$ cat src/rtl/fft_pkg.sv
// Shared definitions for the 1024-point q1.15 FFT: sizes, loader states, and the
// bit-reversed index helpers that map a natural-order sample onto the two working banks.
package fft_pkg;

    localparam int N        = 1024;
    localparam int LOG2N    = 10;
    localparam int DW       = 16;
    localparam int ADDR_W   = LOG2N - 1;
    localparam int BSRAM_AW = 11;

    typedef logic [LOG2N-1:0] index_t;

    typedef enum logic [1:0] {
        S_LOAD  = 2'd0,
        S_DRAIN = 2'd1,
        S_KICK  = 2'd2,
        S_WAIT  = 2'd3
    } loader_state_t;

    function automatic index_t bitrev(input index_t v);
        index_t r;
        for (int i = 0; i < LOG2N; i++) begin
            r[i] = v[LOG2N-1-i];
        end
        return r;
    endfunction

    // The top index bit picks the bank; the remaining bits are the word address inside it.
    function automatic logic bank_sel(input index_t v);
        return v[LOG2N-1];
    endfunction

    function automatic logic [ADDR_W-1:0] bank_addr(input index_t v);
        return v[ADDR_W-1:0];
    endfunction

endpackage

$ cat src/rtl/fft_input_loader_if.sv
// Valid/ready sample stream feeding the FFT input loader.
interface fft_input_loader_if
    import fft_pkg::*;
#(
    parameter int WIDTH = DW
) ();

    logic             s_valid;
    logic             s_ready;
    logic [WIDTH-1:0] s_re;
    logic [WIDTH-1:0] s_im;
    logic             s_last;

    modport master (
        output s_valid,
        output s_re,
        output s_im,
        output s_last,
        input  s_ready
    );

    modport slave (
        input  s_valid,
        input  s_re,
        input  s_im,
        input  s_last,
        output s_ready
    );

endinterface

$ cat src/rtl/fft_input_loader.sv
// Loads a natural-order frame into the FFT banks in bit-reversed order, then hands
// the banks to the FFT core for one run and takes them back when it finishes.
module fft_input_loader
    import fft_pkg::*;
#(
    parameter int IN_SHIFT = 0
) (
    input  logic                clk,
    input  logic                rst,
    fft_input_loader_if.slave   bus,
    output logic                ce0,
    output logic                oce0,
    output logic                wre0,
    output logic [BSRAM_AW-1:0] ad0,
    output logic [2*DW-1:0]     din0,
    output logic                ce1,
    output logic                oce1,
    output logic                wre1,
    output logic [BSRAM_AW-1:0] ad1,
    output logic [2*DW-1:0]     din1,
    output logic                fft_start,
    input  logic                fft_finish,
    output logic                bank_owner,
    output logic                frame_done,
    output logic                err_len
);

    loader_state_t state_q, state_d;
    index_t        cnt_q, cnt_d;

    logic                ready_q, ready_d;
    logic                ce_q, ce_d;
    logic                wre0_d, wre1_d;
    logic [BSRAM_AW-1:0] ad0_d, ad1_d;
    logic [2*DW-1:0]     din0_d, din1_d;
    logic                start_d, owner_d, done_d, err_d;

    logic                accept;
    logic                last_slot;
    index_t              rev;
    logic [BSRAM_AW-1:0] rev_addr;
    logic signed [DW-1:0] re_sh, im_sh;
    logic [2*DW-1:0]     sample_word;

    assign accept      = bus.s_valid && ready_q && (state_q == S_LOAD);
    assign last_slot   = (cnt_q == index_t'(N - 1));
    assign rev         = bitrev(cnt_q);
    assign rev_addr    = {{(BSRAM_AW - ADDR_W){1'b0}}, bank_addr(rev)};
    assign re_sh       = $signed(bus.s_re) >>> IN_SHIFT;
    assign im_sh       = $signed(bus.s_im) >>> IN_SHIFT;
    assign sample_word = {re_sh, im_sh};

    assign bus.s_ready = ready_q;
    assign ce0         = ce_q;
    assign ce1         = ce_q;
    assign oce0        = 1'b0;
    assign oce1        = 1'b0;

    always_ff @(posedge clk) begin
        if (rst) begin
            state_q    <= S_LOAD;
            cnt_q      <= '0;
            ready_q    <= 1'b0;
            ce_q       <= 1'b0;
            wre0       <= 1'b0;
            wre1       <= 1'b0;
            ad0        <= '0;
            ad1        <= '0;
            din0       <= '0;
            din1       <= '0;
            fft_start  <= 1'b0;
            bank_owner <= 1'b0;
            frame_done <= 1'b0;
            err_len    <= 1'b0;
        end else begin
            state_q    <= state_d;
            cnt_q      <= cnt_d;
            ready_q    <= ready_d;
            ce_q       <= ce_d;
            wre0       <= wre0_d;
            wre1       <= wre1_d;
            ad0        <= ad0_d;
            ad1        <= ad1_d;
            din0       <= din0_d;
            din1       <= din1_d;
            fft_start  <= start_d;
            bank_owner <= owner_d;
            frame_done <= done_d;
            err_len    <= err_d;
        end
    end

    // Everything is computed one cycle ahead so every output leaves a flop.
    always_comb begin
        state_d = state_q;
        cnt_d   = cnt_q;
        wre0_d  = 1'b0;
        wre1_d  = 1'b0;
        ad0_d   = '0;
        ad1_d   = '0;
        din0_d  = '0;
        din1_d  = '0;
        done_d  = 1'b0;
        err_d   = 1'b0;

        case (state_q)
            S_LOAD: begin
                if (accept) begin
                    if (bank_sel(rev)) begin
                        wre1_d = 1'b1;
                        ad1_d  = rev_addr;
                        din1_d = sample_word;
                    end else begin
                        wre0_d = 1'b1;
                        ad0_d  = rev_addr;
                        din0_d = sample_word;
                    end

                    if (bus.s_last && !last_slot) begin
                        err_d = 1'b1;
                        cnt_d = '0;
                    end else if (last_slot) begin
                        err_d   = !bus.s_last;
                        cnt_d   = '0;
                        state_d = S_DRAIN;
                    end else begin
                        cnt_d = cnt_q + 1'b1;
                    end
                end
            end
            S_DRAIN: state_d = S_KICK;
            S_KICK:  state_d = S_WAIT;
            S_WAIT: begin
                // A finish level seen during S_KICK is stale; only S_WAIT looks at it.
                if (fft_finish) begin
                    done_d  = 1'b1;
                    cnt_d   = '0;
                    state_d = S_LOAD;
                end
            end
            default: state_d = S_LOAD;
        endcase

        ready_d = (state_q == S_LOAD) && (state_d == S_LOAD);
        ce_d    = (state_q == S_LOAD);
        start_d = (state_d == S_KICK);
        owner_d = (state_d == S_KICK) || (state_d == S_WAIT);
    end

endmodule

$ cat src/flat_wrapper.sv
// flat-port wrapper written by rule: the top's interface ports become plain ports
module fft_input_loader_flat import fft_pkg::*;
#(
    parameter int IN_SHIFT = 0
)
  (clk, rst, ce0, oce0, wre0, ad0, din0, ce1, oce1, wre1, ad1, din1, fft_start, fft_finish, bank_owner, frame_done, err_len, bus_s_valid, bus_s_re, bus_s_im, bus_s_last, bus_s_ready);
  fft_input_loader_if #(.WIDTH(DW)) bus_i ();
  input  logic clk;
  input  logic rst;
  output logic ce0;
  output logic oce0;
  output logic wre0;
  output logic [BSRAM_AW-1:0] ad0;
  output logic [2*DW-1:0] din0;
  output logic ce1;
  output logic oce1;
  output logic wre1;
  output logic [BSRAM_AW-1:0] ad1;
  output logic [2*DW-1:0] din1;
  output logic fft_start;
  input  logic fft_finish;
  output logic bank_owner;
  output logic frame_done;
  output logic err_len;
  input wire logic [$bits(bus_i.s_valid)-1:0] bus_s_valid;
  input wire logic [$bits(bus_i.s_re)-1:0] bus_s_re;
  input wire logic [$bits(bus_i.s_im)-1:0] bus_s_im;
  input wire logic [$bits(bus_i.s_last)-1:0] bus_s_last;
  output wire logic [$bits(bus_i.s_ready)-1:0] bus_s_ready;
  assign bus_i.s_valid = bus_s_valid;
  assign bus_i.s_re = bus_s_re;
  assign bus_i.s_im = bus_s_im;
  assign bus_i.s_last = bus_s_last;
  assign bus_s_ready = bus_i.s_ready;
  fft_input_loader #(.IN_SHIFT(IN_SHIFT)) u_core (.clk(clk), .rst(rst), .bus(bus_i), .ce0(ce0), .oce0(oce0), .wre0(wre0), .ad0(ad0), .din0(din0), .ce1(ce1), .oce1(oce1), .wre1(wre1), .ad1(ad1), .din1(din1), .fft_start(fft_start), .fft_finish(fft_finish), .bank_owner(bank_owner), .frame_done(frame_done), .err_len(err_len));
endmodule
$ cat config.mk
export PLATFORM = sky130hd
export DESIGN_NAME = fft_input_loader_flat
export DESIGN_NICKNAME = d
export VERILOG_FILES = /design/src/rtl/fft_pkg.sv /design/src/rtl/fft_input_loader_if.sv /design/src/rtl/fft_input_loader.sv /design/src/flat_wrapper.sv
export SDC_FILE = /design/constraint.sdc
export NUM_CORES = 1
export LEC_CHECK = 0
export CORE_MARGIN = 3
export CORE_UTILIZATION = 25
export DETAILED_ROUTE_END_ITERATION = 10
export DONT_BUFFER_PORTS = 1
export GPL_TIMING_DRIVEN = 0
export SLEW_MARGIN = 20
export SYNTH_ARGS = -nofsm -noshare
export SYNTH_HDL_FRONTEND = slang
export SYNTH_SLANG_ARGS = --single-unit
$ cat constraint.sdc
create_clock -name clk -period 3.05 [get_ports clk]
set_input_delay 0.1525 -clock clk [delete_from_list [all_inputs] [get_ports clk]]
set_output_delay 0.1525 -clock clk [all_outputs]
set_load 0.05 [all_outputs]
### Yosys cells after proc, flatten, opt, wreduce, memory -nomap -nowiden

Cells that the tools add are included.

| word-level totals | value |
|---|---|
| register bits after elaboration | 106 |
| latch bits | 0 |
| bits in writable memories | 0 |
| ROM bits | 0 |
| output and inout bits | 97 |
| logic and storage cells | 59 |
| memories | 0 |

| operators by class | value |
|---|---|
| add/sub/neg operators | 1 |
| $mul | 0 |
| divide/modulo/power cells | 0 |
| order comparisons | 0 |
| equality and inequality tests | 8 |
| shift-type cells | 0 |
| multiplexer cells | 15 |
| bitwise logic cells | 4 |
| reduce and logical (&&, ||, !) cells | 15 |

Operator list:

| operator | count |
|---|---|
| 10-bit 2-to-1 mux | 4 |
| 10-bit one-hot mux with 2 select lines | 1 |
| 10-bit by 1-bit adder with 10-bit output (second input constant) | 1 |
| 10-bit equality test (second input constant) | 1 |
| 2-bit equality test (second input constant) | 4 |
| 2-bit 2-to-1 mux | 4 |
| 2-bit one-hot mux with 4 select lines | 1 |
| 4-bit OR reduction | 2 |
| 1-bit 2-to-1 mux | 5 |
| 1-bit logical AND | 4 |
| 2-bit logical NOT | 2 |
| 2-bit != test (second input constant) | 2 |
| 1-bit inverter | 4 |
| 3-bit AND reduction | 1 |
| 3-bit OR reduction | 1 |
| 2-bit by 1-bit equality test with 1-bit output (second input constant) | 1 |
| 1-bit logical NOT | 2 |
| 2-bit nonzero test | 1 |
| 2-bit OR reduction | 1 |
| 1-bit logical OR | 1 |

### Longest topological paths before layout

| depth | value |
|---|---|
| depth after elaboration | 8 |
| depth in mapped cells | 9 |
| mapped depth without buffers | 8 |

### Least setup slack after synthesis

Ideal clock, no wire load.

| timing path | value |
|---|---|
| path kind | flip-flop to flip-flop |
| start | register u_core.cnt_q[0] |
| end | register u_core.cnt_q[7] |
| arrival time | 2002 ps |
| required time | 2976 ps |
| slack | 974 ps |
| cell stages (with the launch flop) | 10 |
| clock period less this slack | 2076 ps |
| cell sequence | dfxtp_1 ha_1 and3_1 buf_2 nand4_2 ha_1 a21o_1 a41oi_1 nand3_1 a31oi_1 |

| between the ends | value |
|---|---|
| longest elaborated chain between the ends | 6 |
| elaborated cells on any way between the ends | 8 |

Ends and longest elaborated chain:

| item | RTL line | source |
|---|---|---|
| start: declaration | fft_input_loader.sv:29 | `index_t cnt_q, cnt_d;` |
| start signal: assignment | fft_input_loader.sv:77 | `cnt_q <= cnt_d;` |
| branches (longest 3 deep; another with 10-bit by 1-bit adder with 10-bit output) | - |  |
| 10-bit 2-to-1 mux (*) | fft_input_loader.sv:119 | `if (bus.s_last && !last_slot) begin` |
| 10-bit 2-to-1 mux (*) | fft_input_loader.sv:108 | `if (accept) begin` |
| 10-bit one-hot mux with 2 select lines (*) | fft_input_loader.sv:106 | `case (state_q)` |

Mark *: on every way between the ends. The select of a mux whose other input is x is not followed.
A chain may end at the register's enable or synchronous reset.

### Worst setup path in the final report

Ends and elaborated chain as after synthesis.

==> results.py <==
metrics = {
    "status": {
        "outcome": "finished, final reports clean",
    },
    "worst_setup_path": {
        "critPathLaunch": "u_core.cnt_q[0]",
        "worstRegToRegCells": 9,
        "crit_type": "flip-flop to flip-flop",
        "cp_data_required_time_ps": 3320,
        "critical_path.max_fanout": 8,
        "regToRegSetupSlack_ps": 540,
        "start_kind": "flip-flop",
        "worstPathArrival_ps": 2780,
        "rr_endpoint": "u_core.cnt_q[7]",
        "crit-reg2reg-launch": "u_core.cnt_q[0]",
        "critPathCaptureType": "flip-flop",
        "timing.critical_path.to": "u_core.cnt_q[7]",
    },
    "synth": {
        "yosys.area.top_type": "sky130_fd_sc_hd__dfxtp_1",
        "yosysMostFrequentCell": "sky130_fd_sc_hd__dfxtp_1",
        "syn_area_sq_um": 3110,
        "most_used_standard_cells_in_the_synthesized_netlist": "sky130_fd_sc_hd__dfxtp_1 (102), sky130_fd_sc_hd__and2_1 (80), sky130_fd_sc_hd__buf_2 (10), sky130_fd_sc_hd__a21oi_1 (9), sky130_fd_sc_hd__nor2_1 (8)",
        "number_of_enable_flip_flop_cells_after_synthesis": 0,
        "synth_top_cells_by_area": "sky130_fd_sc_hd__dfxtp_1 (66%), sky130_fd_sc_hd__and2_1 (16%), sky130_fd_sc_hd__buf_4 (1.7%)",
        "synth_top_cell_area_share_pct": 65.6,
        "syn-instance-count": 275,
        "synthDistinctLibCells": 37,
        "dominantRegCellSynth": "sky130_fd_sc_hd__dfxtp_1",
        "postSynth.asyncResetShare_pct": 0,
        "portion_of_the_post_synthesis_area_used_by_sequential_elements_pct": 65.6,
        "yosys_warnings": 0,
        "synth.avg_cell_area_sq_um": 11.3,
        "yosys_register_bits": 102,
    },
    "floorplanning": {
        "coreArea_sq_um": 12100,
        "die_width_um": 118,
        "floorplan.die_area_sq_um": 13800,
        "vertical_extent_of_the_die_um": 118,
        "pin_count": 134,
        "std_cell_rows": 40,
        "start_util_pct": 25.7,
    },
    "sta": {
        "fin_crit_ps": 2510,
        "tns_ps": 0,
        "max_clock_freq_ghz": 0.399,
        "finalSetupViolations": 0,
        "worst_slew_pin_slew_ps": 562,
        "layout_setup_ws_ps": 542,
        "max_slew_margin_pct": 62.5,
        "finalClockSkew_ps": 9.48,
        "report.final.slew_viol_count": 0,
        "grt_setup_unrepaired": "no",
        "final_hold_viol_count": 0,
        "layout_worst_path_cycle_share_pct": 82.2,
    },
    "cts": {
        "cts.path.max_buffers": 2,
        "clk_transition_reported_paths_ps": 70,
        "cts_tree": "yes",
        "cts_post_setup_buffers_inserted": 0,
        "cell_chosen_for_the_clock_root": "sky130_fd_sc_hd__clkbuf_16",
        "ctsHoldBuffers": 35,
        "cts_buffers": 9,
        "clkSinkCount": 102,
        "post_cts.resized_instances": 0,
        "htree_levels": 3,
        "clk_latency_ps": 350,
    },
    "global_route": {
        "pin_count_of_the_biggest_net_entering_global_routing": 19,
        "antenna_found_initial": 1,
        "grt_pass1_vias": 1995,
        "grt_pass1_wl_um": 11300,
        "global_route.overflow_total": 0,
        "gr-usage-all-layers_pct": 10.8,
    },
    "place": {
        "dpl_worst_slack_ps": 555,
        "placed_wire_length_estimate_um": 5110,
        "io_buffer_count": 0,
        "place.detailed.instances": 448,
        "place_congestion": 0.774,
    },
    "power_and_ir_drop": {
        "power.ir.vdd_worst_mv": 0.216,
        "powerDensity_nw_per_um2": 678,
        "power_leakage_nw": 1.60,
        "totalPowerFinal_w": 0.00272,
    },
    "drt": {
        "detailroute.via_count": 2054,
        "dr.first_iter.drc_count": 60,
        "drcViolationCount": 0,
        "wire_per_inst_um": 14.8,
        "totalWireLength_um": 7420,
        "antenna_violating_nets_post_route": 0,
        "post_drt_via_cell_ratio": 4.11,
        "detailedRoute.firstPassIterationCount": 4,
    },
    "finish": {
        "layout.filler_cells": 1255,
        "layout-area-overhead-vs-synth_pct": 28.8,
        "final_cell_count_no_fill": 500,
        "final_nets": 365,
        "layout-drive-gt1-share_pct": 12.4,
        "finish.utilization_pct": 33.1,
    },
    "min_path": {
        "hold_path.class": "input pin to flip-flop",
    },
    "flow_run": {
        "cap_violations": 0,
    },
}
==> flip-flops by register name, summed over array words and instances, names as in the netlist, 2 cells and up <==
signal          cells
u_core.ad1          9
u_core.state_q      2
u_core.cnt_q       10
u_core.din0        32
u_core.din1        32
u_core.ad0          9
==> cells in the final DEF, fill, tap and decap left out, drive strengths merged, types with 2 or more instances in the layout <==
cell	count
and3	2
conb	6
clkinv	2
nor3	5
nand4	2
dlygate4sd3	35
clkbuf	11
buf	17
or3	3
nand3	8
nand3b	2
o21ai	4
inv	5
nor2	10
dfxtp	102
a31oi	3
ha	2
nand4b	3
and2	80
a21oi	9
and4	2
nand2	6
==> cell families after synthesis <==
kind of cell	after synthesis	synth area share, %
flops	102	65.6
buf+inv	20	3.66
simple gates	128	25.5
fa+ha+maj	2	0.804
compound gates	22	4.26
other cells	1	0.121
==> final cells by class <==
class                   instances  area [sq um]  share of cell area, %
flip-flops and latches        102          2040                   51.0
multi-input cells             158           973                   24.3
repair buffers                 35           350                   8.74
clock buffers                  10           239                   5.96
well taps                     168           210                   5.25
plain buffers                  18           106                   2.65
clock inverters                 6          76.3                   1.90
inverters                       2          7.51                  0.187
diodes                          1          2.50                 0.0624
==> layer usage <==
metal  vias to the layer above  wire length (um)  GRT usage [%]
li1                        992                 -              -
met1                       955              2760           10.9
met2                        92              3890           18.9
met3                        15               605           5.00
met4                         0               165           5.35
met5                         -                 0              0
==> worst min path at each step <==
stage | slack, ps | startpoint | to | depth (start not counted)
after floorplan | 220 | rst | u_core.cnt_q[9] | 1
after global placement | 230 | rst | u_core.cnt_q[9] | 1
after detailed placement | 230 | rst | u_core.frame_done | 1
after CTS | 4 | fft_finish | u_core.state_q[0] | 3
after global routing | 10 | fft_finish | u_core.state_q[0] | 3
final | 10 | fft_finish | u_core.state_q[0] | 3
==> worst max-delay path, stage by stage (launching register included) <==
cell                      delay (ps)
sky130_fd_sc_hd__dfxtp_1         460
sky130_fd_sc_hd__ha_1            230
sky130_fd_sc_hd__and3_1          170
sky130_fd_sc_hd__buf_2           180
sky130_fd_sc_hd__nand4_2         230
sky130_fd_sc_hd__ha_1            280
sky130_fd_sc_hd__a21o_1          230
sky130_fd_sc_hd__a41oi_1         370
sky130_fd_sc_hd__nand3_1         120
sky130_fd_sc_hd__a31oi_1         160
==> report_power, final <==
| group | internal (W) | switching [W] | total [W] |
|---|---|---|---|
| Sequential | 0.00135 | 0.0000716 | 0.00142 |
| Combinational | 0.0000526 | 0.0000570 | 0.000110 |
| Clock | 0.000673 | 0.000512 | 0.00118 |
| Total | 0.00207 | 0.000640 | 0.00272 |
==> per-stage QoR <==
stage          hold WS [ps]  cell area [sq um]
5_1_grt                11.3               4010
3_3_place_gp            227               3340
2_1_floorplan           222               3130
4_1_cts                4.17               4010
3_5_place_dp            228               3340
6_report               14.6               4010
Power figures use the tool's default switching activity.
